### config.mk
export PLATFORM = sky130hd
export DESIGN_NAME = siso_arbiter_ctrl_flat
export DESIGN_NICKNAME = d
export VERILOG_FILES = /design/src/rtl/siso_arbiter_ctrl_if.sv /design/src/rtl/siso_arbiter_ctrl.sv /design/src/flat_wrapper.sv
export SDC_FILE = /design/constraint.sdc
export NUM_CORES = 1
export LEC_CHECK = 0
export BUFFER_PORTS_ARGS = -buffer_cell sky130_fd_sc_hd__buf_2
export CORE_MARGIN = 3
export CORE_UTILIZATION = 45
export DETAILED_ROUTE_END_ITERATION = 10
export PLACE_DENSITY = 0.72
export SLEW_MARGIN = 15
export SYNTH_ARGS = -nofsm -noshare
export SYNTH_HDL_FRONTEND = slang
export SYNTH_SLANG_ARGS = --single-unit
### constraint.sdc
create_clock -name clk_i -period 3.2 [get_ports clk_i]
set_input_delay 0.64 -clock clk_i [delete_from_list [all_inputs] [get_ports clk_i]]
set_output_delay 0.64 -clock clk_i [all_outputs]
set_load 0.02 [all_outputs]
### src/rtl/siso_arbiter_ctrl_if.sv
// Requester-side bundle of the siso arbiter: two request/word pairs and their grant pulses.
interface siso_arbiter_ctrl_if #(
  parameter int WIDTH = 8
);
  logic             req0;
  logic [WIDTH-1:0] data0;
  logic             gnt0;
  logic             req1;
  logic [WIDTH-1:0] data1;
  logic             gnt1;

  modport master (output req0, data0, req1, data1, input gnt0, gnt1);
  modport slave  (input req0, data0, req1, data1, output gnt0, gnt1);
endinterface

### src/rtl/siso_arbiter_ctrl.sv
// Round-robin arbiter that frames one granted word (start bit, MSB-first data, stop bit)
// onto the serial input of a shared siso shift register, with its shift-enable strobe.
module siso_arbiter_ctrl #(
  parameter int WIDTH = 8,
  parameter int DIV   = 1
) (
  input  logic                clk_i,
  input  logic                rst_ni,
  siso_arbiter_ctrl_if.slave  req_if,
  output logic                go_o,
  output logic                shift_en_o,
  output logic                frame_o,
  output logic                busy_o,
  output logic                owner_o
);

  // state   | meaning
  // S_IDLE  | waiting for a request, arbitration active
  // S_START | start bit (go=1), first cycle carries the grant pulse
  // S_SHIFT | WIDTH data bits, MSB first
  // S_STOP  | stop bit (go=0), then back to idle
  typedef enum logic [1:0] {S_IDLE, S_START, S_SHIFT, S_STOP} state_e;

  localparam int BW = $clog2(WIDTH);
  localparam int DW = (DIV > 1) ? $clog2(DIV) : 1;

  state_e           state_q, state_d;
  logic [BW-1:0]    bitcnt_q, bitcnt_d;
  logic [DW-1:0]    divcnt_q, divcnt_d;
  logic [WIDTH-1:0] shift_buf_q, shift_buf_d;
  logic             owner_q, owner_d;
  logic             last_q, last_d;

  logic div_last, bit_last, sel_valid, sel1;
  logic gnt0, gnt1;

  assign div_last  = (divcnt_q == DW'(DIV - 1));
  assign bit_last  = (bitcnt_q == BW'(WIDTH - 1));
  assign sel_valid = req_if.req0 | req_if.req1;
  // On a tie the requester that did not win last time is chosen.
  assign sel1      = req_if.req1 & (~req_if.req0 | ~last_q);

  always_ff @(posedge clk_i or negedge rst_ni) begin
    if (!rst_ni) begin
      state_q     <= S_IDLE;
      bitcnt_q    <= '0;
      divcnt_q    <= '0;
      shift_buf_q <= '0;
      owner_q     <= 1'b0;
      last_q      <= 1'b1;
    end else begin
      state_q     <= state_d;
      bitcnt_q    <= bitcnt_d;
      divcnt_q    <= divcnt_d;
      shift_buf_q <= shift_buf_d;
      owner_q     <= owner_d;
      last_q      <= last_d;
    end
  end

  always_comb begin
    state_d     = state_q;
    bitcnt_d    = bitcnt_q;
    divcnt_d    = divcnt_q;
    shift_buf_d = shift_buf_q;
    owner_d     = owner_q;
    last_d      = last_q;
    go_o        = 1'b0;
    frame_o     = 1'b0;
    busy_o      = 1'b0;
    shift_en_o  = 1'b0;
    gnt0        = 1'b0;
    gnt1        = 1'b0;

    case (state_q)
      S_IDLE: begin
        if (sel_valid) begin
          state_d     = S_START;
          divcnt_d    = '0;
          bitcnt_d    = '0;
          shift_buf_d = sel1 ? req_if.data1 : req_if.data0;
          owner_d     = sel1;
          last_d      = sel1;
        end
      end
      S_START: begin
        go_o       = 1'b1;
        frame_o    = 1'b1;
        busy_o     = 1'b1;
        shift_en_o = div_last;
        gnt0       = (divcnt_q == '0) & ~owner_q;
        gnt1       = (divcnt_q == '0) & owner_q;
        if (div_last) begin
          state_d  = S_SHIFT;
          divcnt_d = '0;
          bitcnt_d = '0;
        end else begin
          divcnt_d = divcnt_q + DW'(1);
        end
      end
      S_SHIFT: begin
        // The buffer shifts left each bit period, so its MSB is always the current bit.
        go_o       = shift_buf_q[WIDTH-1];
        frame_o    = 1'b1;
        busy_o     = 1'b1;
        shift_en_o = div_last;
        if (div_last) begin
          divcnt_d    = '0;
          shift_buf_d = {shift_buf_q[WIDTH-2:0], 1'b0};
          if (bit_last) begin
            state_d  = S_STOP;
            bitcnt_d = '0;
          end else begin
            bitcnt_d = bitcnt_q + BW'(1);
          end
        end else begin
          divcnt_d = divcnt_q + DW'(1);
        end
      end
      S_STOP: begin
        busy_o     = 1'b1;
        shift_en_o = div_last;
        if (div_last) begin
          state_d  = S_IDLE;
          divcnt_d = '0;
        end else begin
          divcnt_d = divcnt_q + DW'(1);
        end
      end
      default: state_d = S_IDLE;
    endcase
  end

  assign req_if.gnt0 = gnt0;
  assign req_if.gnt1 = gnt1;
  assign owner_o     = owner_q;

endmodule

### src/flat_wrapper.sv
// flat-port wrapper written by rule: the top's interface ports become plain ports
module siso_arbiter_ctrl_flat 
#(
  parameter int WIDTH = 8,
  parameter int DIV   = 1
)
  (clk_i, rst_ni, go_o, shift_en_o, frame_o, busy_o, owner_o, req_if_req0, req_if_data0, req_if_req1, req_if_data1, req_if_gnt0, req_if_gnt1);
  siso_arbiter_ctrl_if #(.WIDTH(WIDTH)) req_if_i ();
  input  logic clk_i;
  input  logic rst_ni;
  output logic go_o;
  output logic shift_en_o;
  output logic frame_o;
  output logic busy_o;
  output logic owner_o;
  input wire logic [$bits(req_if_i.req0)-1:0] req_if_req0;
  input wire logic [$bits(req_if_i.data0)-1:0] req_if_data0;
  input wire logic [$bits(req_if_i.req1)-1:0] req_if_req1;
  input wire logic [$bits(req_if_i.data1)-1:0] req_if_data1;
  output wire logic [$bits(req_if_i.gnt0)-1:0] req_if_gnt0;
  output wire logic [$bits(req_if_i.gnt1)-1:0] req_if_gnt1;
  assign req_if_i.req0 = req_if_req0;
  assign req_if_i.data0 = req_if_data0;
  assign req_if_i.req1 = req_if_req1;
  assign req_if_i.data1 = req_if_data1;
  assign req_if_gnt0 = req_if_i.gnt0;
  assign req_if_gnt1 = req_if_i.gnt1;
  siso_arbiter_ctrl #(.WIDTH(WIDTH), .DIV(DIV)) u_core (.clk_i(clk_i), .rst_ni(rst_ni), .req_if(req_if_i), .go_o(go_o), .shift_en_o(shift_en_o), .frame_o(frame_o), .busy_o(busy_o), .owner_o(owner_o));
endmodule
==> metrics, run 1 <==
outcome complete, no violations; TritonCTS buffer count 3; remaining global-route overflow 0; overall power approximately 1000 uW; hold slack about 260 ps; first-pass GRT wire length 3.00 mm; Post-Syn Area between 900 and 1000 sq um; die area 2680 sq um; Avg Cell Area, Syn about 11 sq um; DR pass1 iterations 4; count leader, synth dfrtp_1; Crit Path Class register to output pin; largest net degree at the start of global routing 18; synth top area cells dfrtp_1 (37%), ha_1 (9.3%), o211ai_2 (9.3%); RSZ-0062 raised after global routing false; CP Launch Type register; CTS H-Tree Depth 1; cell taking the most area after synthesis dfrtp_1; worst skew pair latency approximately 270 ps; Async S/R FF share, synth between 90% and 100%; critical path capture point type output pin; CORE AREA between 1500 and 2000 sq um; ratio of cells with drive above 1 in the final layout between 30% and 40%; Vias/cell 5.33; input/output buffers 26; Die X a little over 50 um; Synth Flop Type dfrtp_1; number of synthesized register bits 15; Final Cycle Share 72.3%; CTS tree done; Resize count post-CTS 0; number of global-route vias before repair roughly 680; Crit path required time between 2000 and 3000 ps; placed cell area about 1100 sq um; Setup Viol. Count Final 0; Final WS setup 888 ps; DRC 0; hold crit path type input port to asynchronous set/reset pin; post-route ant nets 0; Yosys top cell area share a little under two fifths; Wirelength per Cell ~13 um; initial detailed-routing violation count 3; fmax about 430 MHz; hpwl dp between 1 and 1.5 mm; sequential share of the synthesized area roughly 40%; DP Worst Slack 1140 ps; # clock sinks 15; gr usage total between 10% and 20%; global placement routability congestion 0.750; initial core utilization 51.2%; initial antenna violation count 0; Critical Path Fanout Max 13; leading cell types by count after synthesis dfrtp_1 (14), o21ai_0 (11), mux2i_1 (8); ANT cells 0; Ys Warns 0; max-cap viol count 0; Filler cells between 150 and 200; Worst-path clk slew 80 ps; Post-CTS Setup Inserts 0; die height ~52 um; CTS max path bufs 2; clock root buffer clkbuf_4; Final min period 2310 ps; max-slew violations 0; skew final approximately 0.78 ps; Peak VDD IR roughly 0.0007 V; unique cell type count in the Yosys netlist 29; Slew Limit Headroom between 60 and 70%; power density over cell area 899 nW/um^2; final hold violations 0; Slew @ Worst Pin between 500 and 600 ps; Post-Syn Nets approximately 120; Syn Inst Count 88; Via Count ~740; number of synthesized flops with an enable pin 0; Hold-fix buffers, CTS 0; nets@finish ~140; Static Leak between 0.5 and 0.6 nW; fin area roughly 1100 sq um; routed wire length approximately 1.8 mm; # rows 15; P&R area growth vs syn 16.9%; IO Pins 27; setup TNS 0 ps; Arrival @ worst endpoint ~1700 ps
==> critical path: stages (launching register included) <==
cell     delay (ps)
dfrtp_1         420
inv_1           120
ha_1            440
a21oi_1         130
nor2b_1         120
buf_2           170
==> area by class of cell <==
| class | instances | area, sq um | area share [%] |
|---|---|---|---|
| Multi-Input combinational cell | 64 | 517 | 47.0 |
| Inverter | 3 | 11.3 | 1.02 |
| Timing Repair Buffer | 27 | 138 | 12.5 |
| Clock buffer | 4 | 26.3 | 2.39 |
| Sequential cell | 15 | 377 | 34.2 |
| Tap cell | 25 | 31.3 | 2.84 |
==> routing by layer <==
layer	wire, um	track usage (%)	up-vias
li1	-	-	373
met1	850	20.0	343
met2	834	23.9	18
met3	98	4.30	2
met4	9	1.31	0
met5	0	0	-
==> power by group <==
group          leakage [nW]  internal (mW)  switching [mW]  total [mW]
clock                0.0150         0.0483          0.0557       0.104
sequential            0.189          0.280          0.0519       0.332
combinational         0.337          0.234           0.319       0.553
total                 0.541          0.562           0.426       0.989
==> worst paths after layout <==
| path | slack [ps] | end | from | cells after the start |
|---|---|---|---|---|
| worst max register to register | 1130 | u_core.shift_buf_q[4] | u_core.state_q[0] | 5 |
| worst min-delay path | 260 | u_core.shift_buf_q[5] | rst_ni | 1 |
| worst max-delay path | 890 | go_o | u_core.state_q[0] | 5 |
| worst min register to register | 530 | u_core.shift_buf_q[6] | u_core.shift_buf_q[5] | 2 |
| max in group asynchronous | 2650 | u_core.last_q | rst_ni | 1 |
| min in group clk_i | 530 | u_core.shift_buf_q[6] | u_core.shift_buf_q[5] | 2 |
==> through the flow <==
stage	cells	util, %
after CTS	138	59.8
after global routing	138	59.8
after detailed placement	134	58.4
after floorplan	88	-
final	138	59.8
after global placement	134	58.4
==> kinds of logic (layout without fill, tap and decap cells) <==
logic type	Yosys count	in the layout	share of synthesized area, %
multiplexers	9	9	9.71
buffers and inverters	9	34	5.05
adder cells (fa/ha/maj)	7	7	9.31
AND/OR/NAND/NOR	21	21	13.4
flip-flops	15	15	40.0
AO/OA/AOI/OAI	27	27	22.5
==> layout by cell type (no fill, tap or decap), types with 2 or more instances in the layout <==
master     n
a21oi_1    2
buf_2     26
clkbuf_4   3
dfrtp_1   14
ha_1       7
inv_1      2
mux2i_1    8
nand2_1    4
nand3_1    7
nor2_1     2
nor2b_1    3
o211ai_2   7
o21ai_0   11
o31ai_1    2
==> state kept, by name, summed over array words and instances (netlist names) <==
name / flops
u_core.owner_o: 1
u_core.state_q: 2
u_core.bitcnt_q: 3
u_core.last_q: 1
u_core.shift_buf_q: 8
Note: power is estimated with default switching activity, not from simulation.
==> run 2, diff against run 1 <==
--- a/config.mk
+++ b/config.mk
@@ -9,7 +9,7 @@
 export CORE_MARGIN = 3
 export CORE_UTILIZATION = 45
 export DETAILED_ROUTE_END_ITERATION = 10
-export PLACE_DENSITY = 0.72
+export PLACE_DENSITY = 0.74
 export SLEW_MARGIN = 15
 export SYNTH_ARGS = -nofsm -noshare
 export SYNTH_HDL_FRONTEND = slang
==> constraint.sdc (replaced) <==
create_clock -name clk_i -period 2.12 [get_ports clk_i]
set_input_delay 0.424 -clock clk_i [delete_from_list [all_inputs] [get_ports clk_i]]
set_output_delay 0.424 -clock clk_i [all_outputs]
set_load 0.02 [all_outputs]
==> run 2 against run 1 <==
Compared with the run above: critical path depth unchanged; wire length up 6.0%; clock skew up 6.8 ps; largest cell class unchanged; count of clock-buffer cells in the layout down 1; first-iteration DRC count rose to 5.0 times the previous value; non-clock buffer count up 1; critical endpoint unchanged; setup slack worse by 740 ps.
==> metrics, run 2 (synthesized netlist as in run 1, its figures left out) <==
outcome complete, no violations; input/output buffers 26 (unchanged); Vias/cell 5.40 (+1.2%); CP Launch Type register; crit-path cells inv_1 > ha_2 > a21oi_1 > nor2b_1 > buf_2; CORE AREA 1840 sq um (unchanged); post-route ant nets 0 (unchanged); setup TNS 0 ps (unchanged); Top Layer Used met4; Die X 51.7 um (unchanged); initial core utilization 51.2% (unchanged); first-pass GRT wire length 3.44 mm (+15%); Wirelength per Cell 13.7 um (+5.3%); Final Util 60.7% (+0.88 points); r2r startpoint u_core.state_q[0]; power density over cell area 1370 nW/um^2 (+53%); ratio of cells with drive above 1 in the final layout 41.2% (+3.2 points); Largest register FFs 8 (unchanged); cell family with most CP delay flip-flops; Via Count 750 (+1.9%); global placement routability congestion 0.805 (+7.3%); RSZ-0062 raised after global routing false; TritonCTS buffer count 3 (unchanged); hold crit path type input port to asynchronous set/reset pin; # clock sinks 15 (unchanged); Static Leak 0.549 nW (+1.5%); nets@finish 142 (+0.71%); most frequent cells in the layout buf_2 (26), dfrtp_1 (14), o21ai_0 (11); largest net degree at the start of global routing 16 (-2); worst skew pair latency 280 ps (about the same); Final Cycle Share a little over 90%; Top reg by flops u_core.shift_buf_q; ANT cells 0 (unchanged); final hold violations 0 (unchanged); Critical Path Fanout Max 13 (unchanged); Worst setup startpoint u_core.state_q[0]; Final min period between 1500 and 2000 ps; # rows 15 (unchanged); critical path's largest stage delay 420 ps (-20 ps); Slew Limit Headroom 71.8% (+7.6 points); Slew @ Worst Pin 421 ps (-115 ps); fmax between 500 and 600 MHz; critical path capture point type output pin; die height 51.7 um (unchanged); initial detailed-routing violation count 15 (+12); Post-CTS Setup Inserts 0 (unchanged); clock root buffer clkbuf_4; number of global-route vias before repair 781 (+15%); routed wire length 1.90 mm (+6.0%); max-slew violations 0 (unchanged); CTS max path bufs 2 (unchanged); die area 2680 sq um (unchanged); Resize count post-CTS 1 (+1); skew final 7.56 ps (+6.78 ps); remaining global-route overflow 0 (unchanged); CTS H-Tree Depth 1 (unchanged); Peak VDD IR 0.00112 V (+61%); DR pass1 iterations 4 (unchanged); Arrival @ worst endpoint 1550 ps (-120 ps); max-cap viol count 0 (unchanged); initial antenna violation count 0 (unchanged); gr usage total 17.1% (+2.4 points); routed wl met3 114 um (+16%); Crit-path slowest cell dfrtp_1; DRC 0 (unchanged); hpwl dp 1.49 mm (+12%); P&R area growth vs syn 18.6%; DR WL met2 945 um (+13%); Setup Viol. Count Final 0 (unchanged); IO Pins 27 (unchanged); Worst-path clk slew 100 ps (+20 ps); Crit path required time 1700 ps (-860 ps); most common cell after layout, fill and taps aside buf_2; biggest regs u_core.shift_buf_q x8, u_core.bitcnt_q x3, u_core.state_q x2; Hold-fix buffers, CTS 0 (unchanged); CP Buf/Inv Count 2 (unchanged); Crit Path Class register to output pin; M1 WL 812 um (-4.5%); CTS tree done
run 2: changes by cell type in the layout (fill, tap and decap cells not counted), sizes merged:
cell    delta
clkinv     +1
buf        +1
clkbuf     -1
run 2: path summary, 6_finish.rpt:
kind                                               to  slack [ps]  cells after the start
max in group asynchronous               u_core.last_q        1790                      1
worst max register to register      u_core.state_q[1]         330                      5
worst max-delay path                             go_o         140                      5
min in group clk_i                      u_core.last_q         380                      2
worst min register to register  u_core.shift_buf_q[7]         540                      2
worst min-delay path            u_core.shift_buf_q[5]          30                      1
run 2: through the flow:
step,std cells,setup slack (ps),instance area (sq um),total power [mW],hold slack (ps)
after floorplan,88,339,941,1.18,128
after global placement,135,260,1080,1.33,341
after detailed placement,135,187,1080,1.36,350
after CTS,139,121,1110,1.54,33.0
after global routing,139,1.48,1120,1.68,34.0
final,139,145,1120,1.53,25.9
run 2: layer usage:
| layer | track usage, % | vias up |
|---|---|---|
| li1 | - | 372 |
| met1 | 21.7 | 351 |
| met2 | 28.4 | 23 |
| met3 | 3.72 | 4 |
| met4 | 6.55 | 0 |
| met5 | 0 | - |
run 2: final cells by class:
cell class                 count  area (sq um)
clock buffer                   3          22.5
fill                         178           723
tap                           25          31.3
sequential                    15           377
timing repair buffer          28           145
inverter                       3          11.3
clock inverter                 1          5.00
multi-input combinational     64           524
run 2: where the power goes:
| group | internal [mW] | switching (mW) | total, mW | leakage [nW] |
|---|---|---|---|---|
| Combinational | 0.370 | 0.492 | 0.862 | 0.343 |
| Clock | 0.0700 | 0.0928 | 0.163 | 0.0177 |
| Sequential | 0.423 | 0.0841 | 0.507 | 0.189 |
| Total | 0.862 | 0.669 | 1.53 | 0.549 |
run 2: worst reg2reg max path: stages, from the launching register on:
cell     delay [ps]
dfrtp_1         420
inv_1           120
ha_1            300
nor3b_4         400
nor2_1          130
mux2_1          320
